File: src/rtl/vram_write_sched.sv
// VRAM write scheduler: merges a buffered CPU write stream and a whole-VRAM
// fill engine onto one write port, issuing writes only inside the write window.
module vram_write_sched #(
  parameter int C_AW         = 10,
  parameter int C_DW         = 8,
  parameter int C_FIFO_DEPTH = 4
) (
  input  logic                            CK_i,
  input  logic                            AR_i,
  input  logic                            CK_EE_i,
  input  logic                            BLANK_i,
  input  logic                            WR_ANYTIME_i,
  input  logic [C_DW-1:0]                 CPU_WDs_i,
  input  logic [C_AW-1:0]                 CPU_WAs_i,
  input  logic                            CPU_WE_i,
  output logic                            CPU_RDY_o,
  output logic                            CPU_OVF_o,
  output logic [$clog2(C_FIFO_DEPTH):0]   FIFO_LEVELs_o,
  input  logic                            FILL_START_i,
  input  logic                            FILL_INC_i,
  input  logic [C_DW-1:0]                 FILL_DATs_i,
  output logic                            FILL_BUSY_o,
  output logic [C_DW-1:0]                 VRAM_WDs_o,
  output logic [C_AW-1:0]                 VRAM_WAs_o,
  output logic                            VRAM_WE_o
);

  localparam int PW = $clog2(C_FIFO_DEPTH);
  localparam int LW = PW + 1;
  localparam int EW = C_AW + C_DW;

  typedef enum logic {S_IDLE, S_RUN} fill_state_e;

  logic [EW-1:0]   fifo_mem_q [C_FIFO_DEPTH];
  logic [PW-1:0]   wr_ptr_q, wr_ptr_d;
  logic [PW-1:0]   rd_ptr_q, rd_ptr_d;
  logic [LW-1:0]   level_q, level_d;
  logic            ovf_q;

  fill_state_e     state_q;
  logic [C_AW-1:0] fill_addr_q;
  logic [C_DW-1:0] fill_dat_q;
  logic            fill_inc_q;

  logic            we_q;
  logic [C_AW-1:0] wa_q;
  logic [C_DW-1:0] wd_q;
  logic            last_fill_q;

  logic            cpu_rdy;
  logic            push;
  logic            pop;
  logic            window;
  logic            cpu_req;
  logic            fill_req;
  logic            grant_cpu;
  logic            grant_fill;
  logic            fill_start;
  logic            fill_last;
  logic [EW-1:0]   fifo_head;

  assign cpu_rdy    = (level_q != LW'(C_FIFO_DEPTH));
  assign push       = CK_EE_i & CPU_WE_i & cpu_rdy;
  assign window     = BLANK_i | WR_ANYTIME_i;
  assign cpu_req    = (level_q != '0);
  assign fill_req   = (state_q == S_RUN);
  assign fill_start = (state_q == S_IDLE) & FILL_START_i;
  assign fill_last  = (fill_addr_q == '1);
  assign fifo_head  = fifo_mem_q[rd_ptr_q];
  assign pop        = CK_EE_i & grant_cpu;

  // Round-robin: on a tie the requester that did not win last time is granted.
  always_comb begin
    grant_cpu  = 1'b0;
    grant_fill = 1'b0;
    if (window) begin
      if (cpu_req && fill_req) begin
        grant_cpu  = last_fill_q;
        grant_fill = ~last_fill_q;
      end else begin
        grant_cpu  = cpu_req;
        grant_fill = fill_req;
      end
    end
  end

  always_comb begin
    wr_ptr_d = wr_ptr_q;
    rd_ptr_d = rd_ptr_q;
    level_d  = level_q;
    if (push) wr_ptr_d = wr_ptr_q + PW'(1);
    if (pop)  rd_ptr_d = rd_ptr_q + PW'(1);
    case ({push, pop})
      2'b10:   level_d = level_q + LW'(1);
      2'b01:   level_d = level_q - LW'(1);
      default: level_d = level_q;
    endcase
  end

  // ---- CPU write FIFO ----
  always_ff @(posedge CK_i) begin
    if (push) fifo_mem_q[wr_ptr_q] <= {CPU_WAs_i, CPU_WDs_i};
  end

  always_ff @(posedge CK_i or posedge AR_i) begin
    if (AR_i) begin
      wr_ptr_q <= '0;
      rd_ptr_q <= '0;
      level_q  <= '0;
      ovf_q    <= 1'b0;
    end else if (CK_EE_i) begin
      wr_ptr_q <= wr_ptr_d;
      rd_ptr_q <= rd_ptr_d;
      level_q  <= level_d;
      if (CPU_WE_i && !cpu_rdy) ovf_q <= 1'b1;
    end
  end

  // ---- Fill engine ----
  always_ff @(posedge CK_i or posedge AR_i) begin
    if (AR_i) begin
      state_q <= S_IDLE;
    end else if (CK_EE_i) begin
      case (state_q)
        S_IDLE:  if (FILL_START_i) state_q <= S_RUN;
        S_RUN:   if (grant_fill && fill_last) state_q <= S_IDLE;
        default: state_q <= S_IDLE;
      endcase
    end
  end

  always_ff @(posedge CK_i) begin
    if (CK_EE_i) begin
      if (fill_start) begin
        fill_addr_q <= '0;
        fill_dat_q  <= FILL_DATs_i;
        fill_inc_q  <= FILL_INC_i;
      end else if (grant_fill) begin
        fill_addr_q <= fill_addr_q + C_AW'(1);
        if (fill_inc_q) fill_dat_q <= fill_dat_q + C_DW'(1);
      end
    end
  end

  // ---- VRAM write port registers ----
  always_ff @(posedge CK_i or posedge AR_i) begin
    if (AR_i) begin
      we_q        <= 1'b0;
      wa_q        <= '0;
      wd_q        <= '0;
      last_fill_q <= 1'b1;
    end else if (CK_EE_i) begin
      we_q <= grant_cpu | grant_fill;
      if (grant_cpu) begin
        wa_q        <= fifo_head[EW-1:C_DW];
        wd_q        <= fifo_head[C_DW-1:0];
        last_fill_q <= 1'b0;
      end else if (grant_fill) begin
        wa_q        <= fill_addr_q;
        wd_q        <= fill_dat_q;
        last_fill_q <= 1'b1;
      end
    end
  end

  assign CPU_RDY_o     = cpu_rdy;
  assign CPU_OVF_o     = ovf_q;
  assign FIFO_LEVELs_o = level_q;
  assign FILL_BUSY_o   = (state_q == S_RUN);
  assign VRAM_WE_o     = we_q;
  assign VRAM_WAs_o    = wa_q;
  assign VRAM_WDs_o    = wd_q;

endmodule

File: config.mk
export PLATFORM = sky130hd
export DESIGN_NAME = vram_write_sched
export DESIGN_NICKNAME = d
export VERILOG_FILES = /design/src/rtl/vram_write_sched.sv
export SDC_FILE = /design/constraint.sdc
export NUM_CORES = 1
export LEC_CHECK = 0
export BUFFER_PORTS_ARGS = -buffer_cell sky130_fd_sc_hd__buf_2
export CORE_UTILIZATION = 25
export CTS_BUF_LIST = sky130_fd_sc_hd__clkbuf_4 sky130_fd_sc_hd__clkbuf_8 sky130_fd_sc_hd__clkbuf_16
export DETAILED_ROUTE_END_ITERATION = 8
export SLEW_MARGIN = 20
export SYNTH_ARGS = -nofsm -noshare
export SYNTH_HDL_FRONTEND = slang
export SYNTH_SLANG_ARGS = --single-unit
File: constraint.sdc
create_clock -name CK_i -period 2.4 [get_ports CK_i]
set_input_delay 0.24 -clock CK_i [delete_from_list [all_inputs] [get_ports CK_i]]
set_output_delay 0.24 -clock CK_i [all_outputs]
set_load 0.02 [all_outputs]
Yosys cells after proc, flatten, opt, wreduce, memory -nomap -nowiden
Memory sizes are Yosys's and may differ from the RTL's.
Index checks and enable logic that the tools add are counted.

word-level totals
  flip-flop bits (word level) = 48
  memory bits (writable) = 72
  output and inout bits = 25
  memories kept = 1

memory list
  memory      depth  width  rd ports  clocked after Yosys merged registers in  write ports  RTL line  text
  fifo_mem_q  4      18     1         0                                        1            34        logic [EW-1:0] fifo_mem_q [C_FIFO_DEPTH];

operators by class
  add/sub/neg operators = 6
  equality and inequality tests = 4
  muxes and demuxes = 20
  bitwise logic cells = 8
  reduce and logical (&&, ||, !) cells = 17

operator list
  cell                     count
  $mux W8                  5
  $mux W10                 3
  $reduce_and A2 Y1        7
  $add A10 B1 Y10 const B  1
  $eq A10 B10 Y1 const B   1
  $mux W1                  10
  $add A8 B1 Y8 const B    1
  $reduce_bool A2 Y1       4
  $pmux W3 S2              1
  $add A2 B1 Y2 const B    2
  $and A1 B1 Y1            4
  $add A3 B1 Y3 const B    1
  $logic_and A1 B1 Y1      3
  $ne A3 B3 Y1 const B     1
  $reduce_and A3 Y1        1
  $reduce_bool A3 Y1       1
  $sub A3 B1 Y3 const B    1
  $eq A2 B1 Y1 const B     1
  $eq A2 B2 Y1 const B     1
  $not A1 Y1               2
  $or A1 B1 Y1             2
  $pmux W1 S2              1
  $logic_not A1 Y1         1

Logic depth before layout (Yosys ltp)
Gate-level depths: netlist (run 1).

  word-level depth = 8
  gate-level depth with buffers = 10
  mapped depth without buffers = 9

Worst setup path before layout (run 1)
Ideal clock, no wire load.

  path type = register to register
  from = register level_q[2] (netlist: FIFO_LEVELs_o[2])
  to = register level_q[2] (netlist: FIFO_LEVELs_o[2])
  library setup time = 0.133 ns
  data arrival time = 2.013 ns
  data required time = 2.267 ns
  path slack = 0.254 ns
  stages on the path, launching flop included = 11
  buffers on the path = 1
  clock period less this slack = 2.146 ns
  cell sequence = dfrtp_1 > or3_1 > buf_6 > o211ai_4 > nor2_1 > ha_1 > inv_1 > fa_1 > xor2_1 > nor2_1 > xor2_1

between the ends
  word-level cells in the longest chain between the ends = 8
  elaborated cells between the ends (all ways) = 14

RTL lines
  what                                                 RTL line  text
  from (decl)                                          37        logic [LW-1:0] level_q, level_d;
  from (signal assigned)                               114       level_q <= level_d;
  $reduce_bool A3 Y1                                   65        assign cpu_req = (level_q != '0);
  $logic_and A1 B1 Y1                                  77        if (cpu_req && fill_req) begin
  $mux W1                                              77
  $mux W1                                              76        if (window) begin
  $and A1 B1 Y1                                        70        assign pop = CK_EE_i & grant_cpu;
  $eq A2 B1 Y1 / $eq A2 B2 Y1 (equally long branches)  93        case ({push, pop})
  $reduce_bool A2 Y1 (no source line)                  --
  $reduce_and A2 Y1 (no source line)                   --

Several ways; a longest one is shown, not always the timed one.
A chain may end at the register's enable or synchronous reset.

Final worst setup path (run 1)
  from = register last_fill_q
  to = register level_q[2] (netlist: FIFO_LEVELs_o[2])

between the ends
  word-level cells in the longest chain between the ends = 6
  elaborated cells between the ends (all ways) = 8

RTL lines
  what                                                 RTL line  text
  from (decl)                                          48        logic last_fill_q;
  from (signal assigned)                               151       last_fill_q <= 1'b1;
  from (signal assigned)                               157       last_fill_q <= 1'b0;
  from (signal assigned)                               161       last_fill_q <= 1'b1;
  $mux W1 *                                            77
  $mux W1 *                                            76
  $and A1 B1 Y1 *                                      70
  $eq A2 B1 Y1 / $eq A2 B2 Y1 (equally long branches)  93
  $reduce_bool A2 Y1 (no source line)                  --
  $reduce_and A2 Y1 (no source line)                   --

Every way passes the cells marked *; elsewhere a longest branch is shown, timed or not.

==> flow_summary.yaml, run 1 <==
run_status:
  status: "completed"
worst_setup_path:
  start_kind: "register"
  worstSetupPathType: "register to register"
  crit_path_end_kind: "register"
  crit_path_max_fanout: 4
  worstPathArrival_ns: 2.48
  worstPathRequired_ns: 2.72
  reg2reg_slack_ns: 0.24
route:
  drtIter0Drc: 153
  drt_pre_antenna_iters: 4
  wl_per_cell_um: 14.49
  totalWireLength_um: 10040
  avgViaCountPerCell: 4.209
  vias: 2917
  post-route-drc-count: 0
  antenna_left: 0
timing:
  finalSetupTns_ns: 0
  setup_ws_ns: 0.2375
  drv_slew: 0
  maxSlewHeadroom_pct: 61.31
  clock.fmax_ghz: 0.4624
  fin_worst_skew_ns: 0.009051
  setup_viol: 0
  hold_viol: 0
  min_period_ns: 2.163
  worst_pin_slew_ns: 0.5803
  post-route-period-util_pct: 90.11
  rsz0062_at_grt: "no"
global_route:
  grt_use_total_pct: 10.41
  gr-total-overflow: 0
  antenna_found_initial: 4
  grt_pass1_vias: 3081
  grt_pass1_wl_um: 15900
  grt_max_degree: 38
floorplan:
  core_sq_um: 19590
  num_rows: 51
  die_y_um: 144.0
  die_x_um: 144.0
  start_util_pct: 25.73
  dieArea_sq_um: 20730
  ioPinCount: 59
place:
  dp_slack_ns: 0.2407
  dp_hpwl_um: 6997
  gp_congestion: 0.7758
  port_buffers: 58
yosys:
  ys_seq_area_share_pct: 68.64
  synth_top_area_share_pct: 54.22
  synth_top_area_cell: "edfxtp_1"
  syn_inst: 338
  synth-edff-count: 91
  ys_ff_latch: 120
  ys_types: 36
  synthFlopType: "edfxtp_1"
  netlist_top_cells_count: "91 x edfxtp_1, 50 x nand2_1, 30 x nor2_1, 28 x dfrtp_1"
  syn_avg_cell_area_sq_um: 14.91
  syn-num-nets: 380
  yosys_warnings: 0
  synth_area_leaders: "edfxtp_1 54%, dfrtp_1 14%, mux4_2 8.0%"
  synthArstFlopShare_pct: 24.17
  synthesis.area_sq_um: 5040
  yosysMostFrequentCell: "edfxtp_1"
clock_network:
  htree_levels: 4
  cts_buffer_depth: 2
  clkTransAtPathRegs_ns: 0.06
  root_buffer: "clkbuf_16"
  cts_buffers: 17
  cts_tree: "built"
  cts_resized: 0
  cts_sinks: 120
  clk_latency_ns: 0.40
pwr:
  power.density_nw_per_um2: 1223
  clkPwrFrac_pct: 34.4
  max-vdd-ir-drop_v: 0.0005049
  finalPower_w: 0.007672
  switching_share_pct: 31.05
  power_leakage_nw: 2.294
  p_comb_share_pct: 26.7
  power.internal_w: 0.005290
  power_switching_w: 0.002382
  pwr-share-seq_pct: 38.9
layout:
  finish.utilization_pct: 32.02
  drive_gt1_share_pct: 29.41
  nets: 454
  area_growth_pct: 24.48
job:
  drv_cap: 0
hold_path:
  hp-class: "input port to register"
==> sequential cells by signal, indices dropped and copies added, names as in the netlist, 2 cells and up <==
name,count
FIFO_LEVELs_o,3
VRAM_WAs_o,10
VRAM_WDs_o,8
fifo_mem_q,72
fill_addr_q,10
fill_dat_q,8
rd_ptr_q,2
wr_ptr_q,2
==> per-stage QoR <==
stage	hold slack [ns]	area, sq um	instances
after floorplan	0.3174	5040	338
final	0.03041	6274	693
after detailed placement	0.3477	5632	657
after CTS	0.02191	6266	690
after global placement	0.3288	5632	657
after global routing	0.01520	6266	690
==> worst max-delay path, cell delays in order (launching register included) <==
cell and delay [ns]:
dfstp_2 0.55, nand2b_1 0.17, o211ai_4 0.09, nor2_1 0.18
ha_1 0.22, inv_1 0.07, fa_1 0.37, xor2_1 0.15
nor2_1 0.11, xor2_1 0.17
==> cell usage in the layout, fill, tap and decap left out, drive strengths merged, types with 3 or more instances in the layout <==
| cell type | count |
|---|---|
| a21o | 3 |
| a21oi | 3 |
| a31oi | 19 |
| and2 | 5 |
| and3 | 3 |
| buf | 69 |
| bufinv | 4 |
| clkbuf | 17 |
| clkinv | 5 |
| clkinvlp | 4 |
| dfrtp | 28 |
| diode | 3 |
| edfxtp | 91 |
| ha | 7 |
| inv | 10 |
| mux4 | 18 |
| nand2 | 50 |
| nand3 | 8 |
| nand4 | 3 |
| nor2 | 31 |
| o21ai | 9 |
| xnor2 | 7 |
| xor2 | 13 |
==> power groups by stage <==
stage | clock [W] | combinational, W | sequential, W
global placement | 0 | 0.00203 | 0.00300
finish | 0.00264 | 0.00205 | 0.00298
floorplan | 0 | 0.00130 | 0.00319
global route | 0.00277 | 0.00226 | 0.00304
CTS | 0.00268 | 0.00209 | 0.00299
detailed placement | 0 | 0.00208 | 0.00303
==> logic make-up (layout without fill, tap and decap cells) <==
family / after synthesis / count (layout) / share of synthesized area, %
flops: 120 / 120 / 68.64
simple gates: 108 / 108 / 9.260
compound gates: 40 / 40 / 5.337
other cells: 0 / 3 / 0
mux: 19 / 19 / 8.267
xor+xnor: 20 / 20 / 3.476
buf+inv: 23 / 110 / 2.880
fa+ha+maj: 8 / 8 / 2.135
==> layout make-up <==
type,instances,area [sq um]
antenna,3,7.507
clock buffer,17,425.4
clock inverter,15,198.9
fill,1918,13320
inverter,8,30.03
multi-input combinational,195,1438
sequential,120,3460
tap,265,331.6
timing repair buffer,70,382.9
==> worst paths after layout <==
path                                         start                           end  depth (start not counted)
max                        last_fill_q$_DFFE_PP1P_  FIFO_LEVELs_o[2]$_DFFE_PP0P_                          9
min                                     FILL_INC_i          fill_inc_q$_DFFE_PP_                          1
max reg2reg                last_fill_q$_DFFE_PP1P_  FIFO_LEVELs_o[2]$_DFFE_PP0P_                          9
min reg2reg                  CPU_OVF_o$_DFFE_PP0P_         CPU_OVF_o$_DFFE_PP0P_                          1
max in group asynchronous                     AR_i       last_fill_q$_DFFE_PP1P_                          4
min in group asynchronous                     AR_i     VRAM_WDs_o[2]$_DFFE_PP0P_                          4
==> per-layer routing <==
layer  GRT usage (%)  share of wire, %  vias to the layer above
li1                -                 -                     1398
met4           5.879               2.7                        2
met1           11.44                40                     1434
met2           17.04                51                       60
met5               0              0.13                        -
met3           4.238               6.4                       23
==> repair_timing <==
item                                   4_1_cts  5_1_grt
buffers inserted                             0        0
endpoints found under the hold margin       28        0
hold buffers                                 1        0
setup endpoints to repair                    0        0
Note: power is estimated with default switching activity, not from simulation.
==> run 2, diff against run 1 <==
CORE_ASPECT_RATIO = 0.6   (was not set)
==> flow_summary.yaml, run 2 (same netlist as run 1, synthesis figures left out) <==
worst_setup_path:
  critPathMaxStageDelay_ns: 0.44
  cp_top_family: "adder cells"
  path_cells: "or3_1 > o211ai_4 > nor2_1 > ha_1 > inv_1 > fa_1 > xor2_1 > nor2_1 > xor2_1"
  start_kind: "register"
  slowest_stage: "dfrtp_1"
  worstPathArrival_ns: 2.58
  worstPathRequired_ns: 2.74
  cp_num_buf_inv: 1
  worstSetupPathType: "register to register"
  crit_path_max_fanout: 5
  crit_path_end_kind: "register"
clock_network:
  cts_buffers: 17
  cts_buffer_depth: 2
  clkTransAtPathRegs_ns: 0.06
  root_buffer: "clkbuf_16"
  clk_latency_ns: 0.41
  cts_setup_buffers: 0
  cts_tree: "built"
  cts_sinks: 120
  htree_levels: 4
job:
  drv_cap: 0
layout:
  final_cell_mix: "91 x edfxtp_1, 58 x buf_2, 50 x nand2_1"
  multi_input_area_sq_um: 1435
  final_common_cell: "edfxtp_1"
  drive_gt1_share_pct: 29.34
  top_register: "fifo_mem_q"
  largest_reg_flops: 72
  stdcell_area_sq_um: 6281
  area_growth_pct: 24.63
  regArea_sq_um: 3460
  nets: 456
  fillers: 1882
timing:
  finalSetupTns_ns: 0
  min_period_ns: 2.237
  setup_viol: 0
  rsz0062_at_grt: "no"
  fin_worst_skew_ns: 0.006709
  post-route-period-util_pct: 93.22
  clock.fmax_ghz: 0.4470
  worst_pin_slew_ns: 0.7736
  hold_viol: 0
  drv_slew: 0
  maxSlewHeadroom_pct: 48.37
global_route:
  grt_pass1_wl_um: 16940
  grt_use_total_pct: 11.23
  grt_pass1_vias: 3016
  gr-total-overflow: 0
  grt_max_degree: 26
  antenna_found_initial: 7
route:
  drtIter0Drc: 213
  wl_per_cell_um: 15.52
  avgViaCountPerCell: 4.223
  antenna_left: 0
  post-route-drc-count: 0
  drt_pre_antenna_iters: 5
  totalWireLength_um: 10800
  vias: 2939
floorplan:
  die_x_um: 185.3
  num_rows: 39
  die_y_um: 112.0
  start_util_pct: 26.02
  core_sq_um: 19370
  dieArea_sq_um: 20750
  ioPinCount: 59
pwr:
  power_leakage_nw: 2.297
  p_comb_share_pct: 27.7
  switching_share_pct: 32.13
  pwr-share-seq_pct: 38.9
  clkPwrFrac_pct: 33.4
  max-vdd-ir-drop_v: 0.0004858
  power.internal_w: 0.005200
  power_switching_w: 0.002462
  power.density_nw_per_um2: 1220
place:
  port_buffers: 58
  place_area_sq_um: 5650
  gp_congestion: 0.8071
  dp_hpwl_um: 7659
run_status:
  status: "completed"
hold_path:
  hp-class: "input port to register"
## run 2: per-layer routing
metal	vias up	track usage [%]	part of all wire (%)
li1	1404	-	-
met1	1452	14.79	47
met2	62	15.53	43
met3	17	6.052	8.8
met4	4	3.802	1.1
met5	-	0	0.24
## run 2: area by class of cell
type / instances / share of cell area, %
diodes: 4 / 0.1594
clock buffers: 17 / 6.773
clock inverters: 14 / 2.789
inverters: 8 / 0.4781
multi-input cells: 195 / 22.85
flip-flops and latches: 120 / 55.08
well taps: 266 / 5.299
repair buffers: 72 / 6.574
## run 2: per-stage QoR
stage                     total power [W]  setup WS (ns)  cells  utilization (%)  hold WS (ns)
after floorplan                  0.004492         0.2540    338                -        0.3174
after global routing             0.008050        0.02532    692            32.37       0.02363
final                            0.007662         0.1628    696            32.42       0.03872
after CTS                        0.007743         0.1888    691            32.32      0.001176
after detailed placement         0.005178         0.2380    659            29.17        0.4214
after global placement           0.005092         0.3415    659            29.17        0.4096
## run 2: power by group through the flow
stage / Combinational (W) / Sequential (W) / Clock (W)
final: 0.00212 / 0.00298 / 0.00256
after CTS: 0.00216 / 0.00299 / 0.00259
after global routing: 0.00233 / 0.00303 / 0.00269
after global placement: 0.00210 / 0.00299 / 0
after detailed placement: 0.00216 / 0.00302 / 0
after floorplan: 0.00130 / 0.00319 / 0
## run 2: final timing paths
kind                                                   start                           end  slack, ns  cells past startpoint
max in group asynchronous                               AR_i         VRAM_WE_o$_DFFE_PP0P_       1.23                      4
worst min register to register         CPU_OVF_o$_DFFE_PP0P_         CPU_OVF_o$_DFFE_PP0P_       0.48                      1
worst min-delay path                            CPU_WDs_i[7]    fifo_mem_q[2][7]$_DFFE_PP_       0.04                      1
worst max register to register  FIFO_LEVELs_o[0]$_DFFE_PP0P_  FIFO_LEVELs_o[2]$_DFFE_PP0P_       0.16                      9
worst max-delay path            FIFO_LEVELs_o[0]$_DFFE_PP0P_  FIFO_LEVELs_o[2]$_DFFE_PP0P_       0.16                      9
min in group asynchronous                               AR_i  FIFO_LEVELs_o[2]$_DFFE_PP0P_       0.52                      3
## run 2: what timing repair did
| item | in CTS | in global routing |
|---|---|---|
| endpoints found under the hold margin | 17 | 1 |
| hold buffers | 1 | 1 |
| gates resized for setup | 0 | 0 |
==> run 3, diff against run 2 <==
CTS_CLUSTER_SIZE = 20   (was not set)
clock period = 2.58 ns   (was 2.4 ns; I/O delays follow)
==> flow_summary.yaml, run 3 (same netlist as run 1, synthesis figures left out) <==
route:
  routed-wl-met2_um: 4703
  vias: 2931
  wl_per_cell_um: 15.54
  post-route-drc-count: 0
  wl_met3_um: 744
  met1_length_um: 5230
  antenna_left: 0
  drtIter0Drc: 200
  avgViaCountPerCell: 4.223
  totalWireLength_um: 10790
  highest_layer: "met5"
  drt_pre_antenna_iters: 5
global_route:
  grt_max_degree: 38
  antenna_found_initial: 5
  grt_pass1_wl_um: 16930
  grt_use_total_pct: 11.29
  gr-total-overflow: 0
  grt_pass1_vias: 3030
layout:
  finish.utilization_pct: 32.20
  area_growth_pct: 23.76
  drive_gt1_share_pct: 29.18
  largest_reg_flops: 72
  stdcell_area_sq_um: 6237
  top_register: "fifo_mem_q"
  final_common_cell: "edfxtp_1"
  nets: 454
  final_cell_mix: "91 x edfxtp_1, 58 x buf_2, 50 x nand2_1"
clock_network:
  htree_levels: 4
  cts_tree: "built"
  holdBufCountCts: 1
  cts_resized: 0
  cts_buffer_depth: 2
  clkTransAtPathRegs_ns: 0.06
  cts_sinks: 120
  clk_latency_ns: 0.41
  cts_setup_buffers: 0
  root_buffer: "clkbuf_16"
  cts_buffers: 17
worst_setup_path:
  slowest_stage: "dfstp_2"
  worstSetupPathType: "register to register"
  worstPathArrival_ns: 2.49
  critPathMaxStageDelay_ns: 0.55
  rr_startpoint: "last_fill_q$_DFFE_PP1P_"
  start_kind: "register"
  worstPathRequired_ns: 2.91
  crit_path_end_kind: "register"
  crit_path_max_fanout: 4
  path_cells: "nand2b_1 > o211ai_4 > nor2_1 > ha_1 > inv_1 > fa_1 > xor2_1 > nor2_1 > xor2_1"
  r2r_end: "FIFO_LEVELs_o[2]$_DFFE_PP0P_"
  reg2reg_slack_ns: 0.42
  rr_worst_depth: 9
timing:
  worst_pin_slew_ns: 0.6181
  rsz0062_at_grt: "no"
  post-route-period-util_pct: 83.76
  maxSlewHeadroom_pct: 58.75
  finalSetupTns_ns: 0
  hold_viol: 0
  drv_slew: 0
  fin_worst_skew_ns: 0.007706
  min_period_ns: 2.161
  setup_viol: 0
  clock.fmax_ghz: 0.4627
floorplan:
  die_y_um: 112.0
  die_x_um: 185.3
  dieArea_sq_um: 20750
  start_util_pct: 26.02
  core_sq_um: 19370
  ioPinCount: 59
  num_rows: 39
place:
  port_buffers: 58
  gp_congestion: 0.7536
  place_area_sq_um: 5630
  dp_hpwl_um: 7529
pwr:
  power.density_nw_per_um2: 1128
  power_leakage_nw: 2.286
  max-vdd-ir-drop_v: 0.0005544
hold_path:
  min_path_cells: 1
  hp-class: "input port to register"
  min_from: "FILL_INC_i"
  hold_end: "fill_inc_q$_DFFE_PP_"
run_status:
  status: "completed"
job:
  drv_cap: 0
[run 3: changes by cell type in the layout (fill, tap and decap cells not counted), sizes merged]
| cell | previous run | this run |
|---|---|---|
| buf | 70 | 69 |
| bufinv | 3 | 2 |
| dlygate4sd3 | 2 | 1 |
| diode | 4 | 3 |
| inv | 10 | 14 |
| clkinvlp | 3 | 1 |
[run 3: worst max path at each step]
stage / end / start / slack [ns] / cells past startpoint
finish: FIFO_LEVELs_o[2]$_DFFE_PP0P_ / last_fill_q$_DFFE_PP1P_ / 0.42 / 9
global route: FIFO_LEVELs_o[2]$_DFFE_PP0P_ / last_fill_q$_DFFE_PP1P_ / 0.31 / 9
CTS: FIFO_LEVELs_o[2]$_DFFE_PP0P_ / last_fill_q$_DFFE_PP1P_ / 0.40 / 9
detailed placement: FIFO_LEVELs_o[2]$_DFFE_PP0P_ / last_fill_q$_DFFE_PP1P_ / 0.42 / 9
global placement: FIFO_LEVELs_o[2]$_DFFE_PP0P_ / last_fill_q$_DFFE_PP1P_ / 0.52 / 9
floorplan: FIFO_LEVELs_o[2]$_DFFE_PP0P_ / FIFO_LEVELs_o[2]$_DFFE_PP0P_ / 0.43 / 10
[run 3: area by class of cell]
class	instances	area, sq um
Fill cell	1907	13140
Sequential cell	120	3460
Multi-Input combinational cell	195	1435
Timing Repair Buffer	70	382.9
Clock buffer	17	425.4
Antenna cell	3	7.507
Tap cell	266	332.8
Inverter	8	30.03
Clock inverter	15	163.9
[run 3: critical path: cells and delay by family, from the launching register on]
kind,cells,cell delay [ns]
AOI/OAI and AO/OA,1,0.09
xor gates and xnor gates,2,0.30
adders and majority gates,2,0.59
buffers and inverters,1,0.06
DFF,1,0.55
and+or+nand+nor,3,0.49
[run 3: layer usage]
metal | global-route usage (%) | up-vias
met5 | 0 | -
met1 | 14.32 | 1460
met3 | 6.052 | 10
met4 | 3.636 | 4
met2 | 16.38 | 56
li1 | - | 1401
[run 3: metrics by stage]
stage / std cells / hold WS, ns / setup slack [ns] / total power (W)
after floorplan: 338 / 0.3354 / 0.4340 / 0.004179
after global placement: 658 / 0.3704 / 0.5171 / 0.004734
after detailed placement: 658 / 0.3724 / 0.4198 / 0.004798
after CTS: 691 / 0.01734 / 0.4034 / 0.007132
after global routing: 691 / 0.02108 / 0.3118 / 0.007409
final: 694 / 0.03416 / 0.4189 / 0.007037
[run 3: power breakdown]
| part | internal (W) | switching, W |
|---|---|---|
| Sequential | 0.00253 | 0.000241 |
| Combinational | 0.000778 | 0.00117 |
| Clock | 0.00144 | 0.000880 |
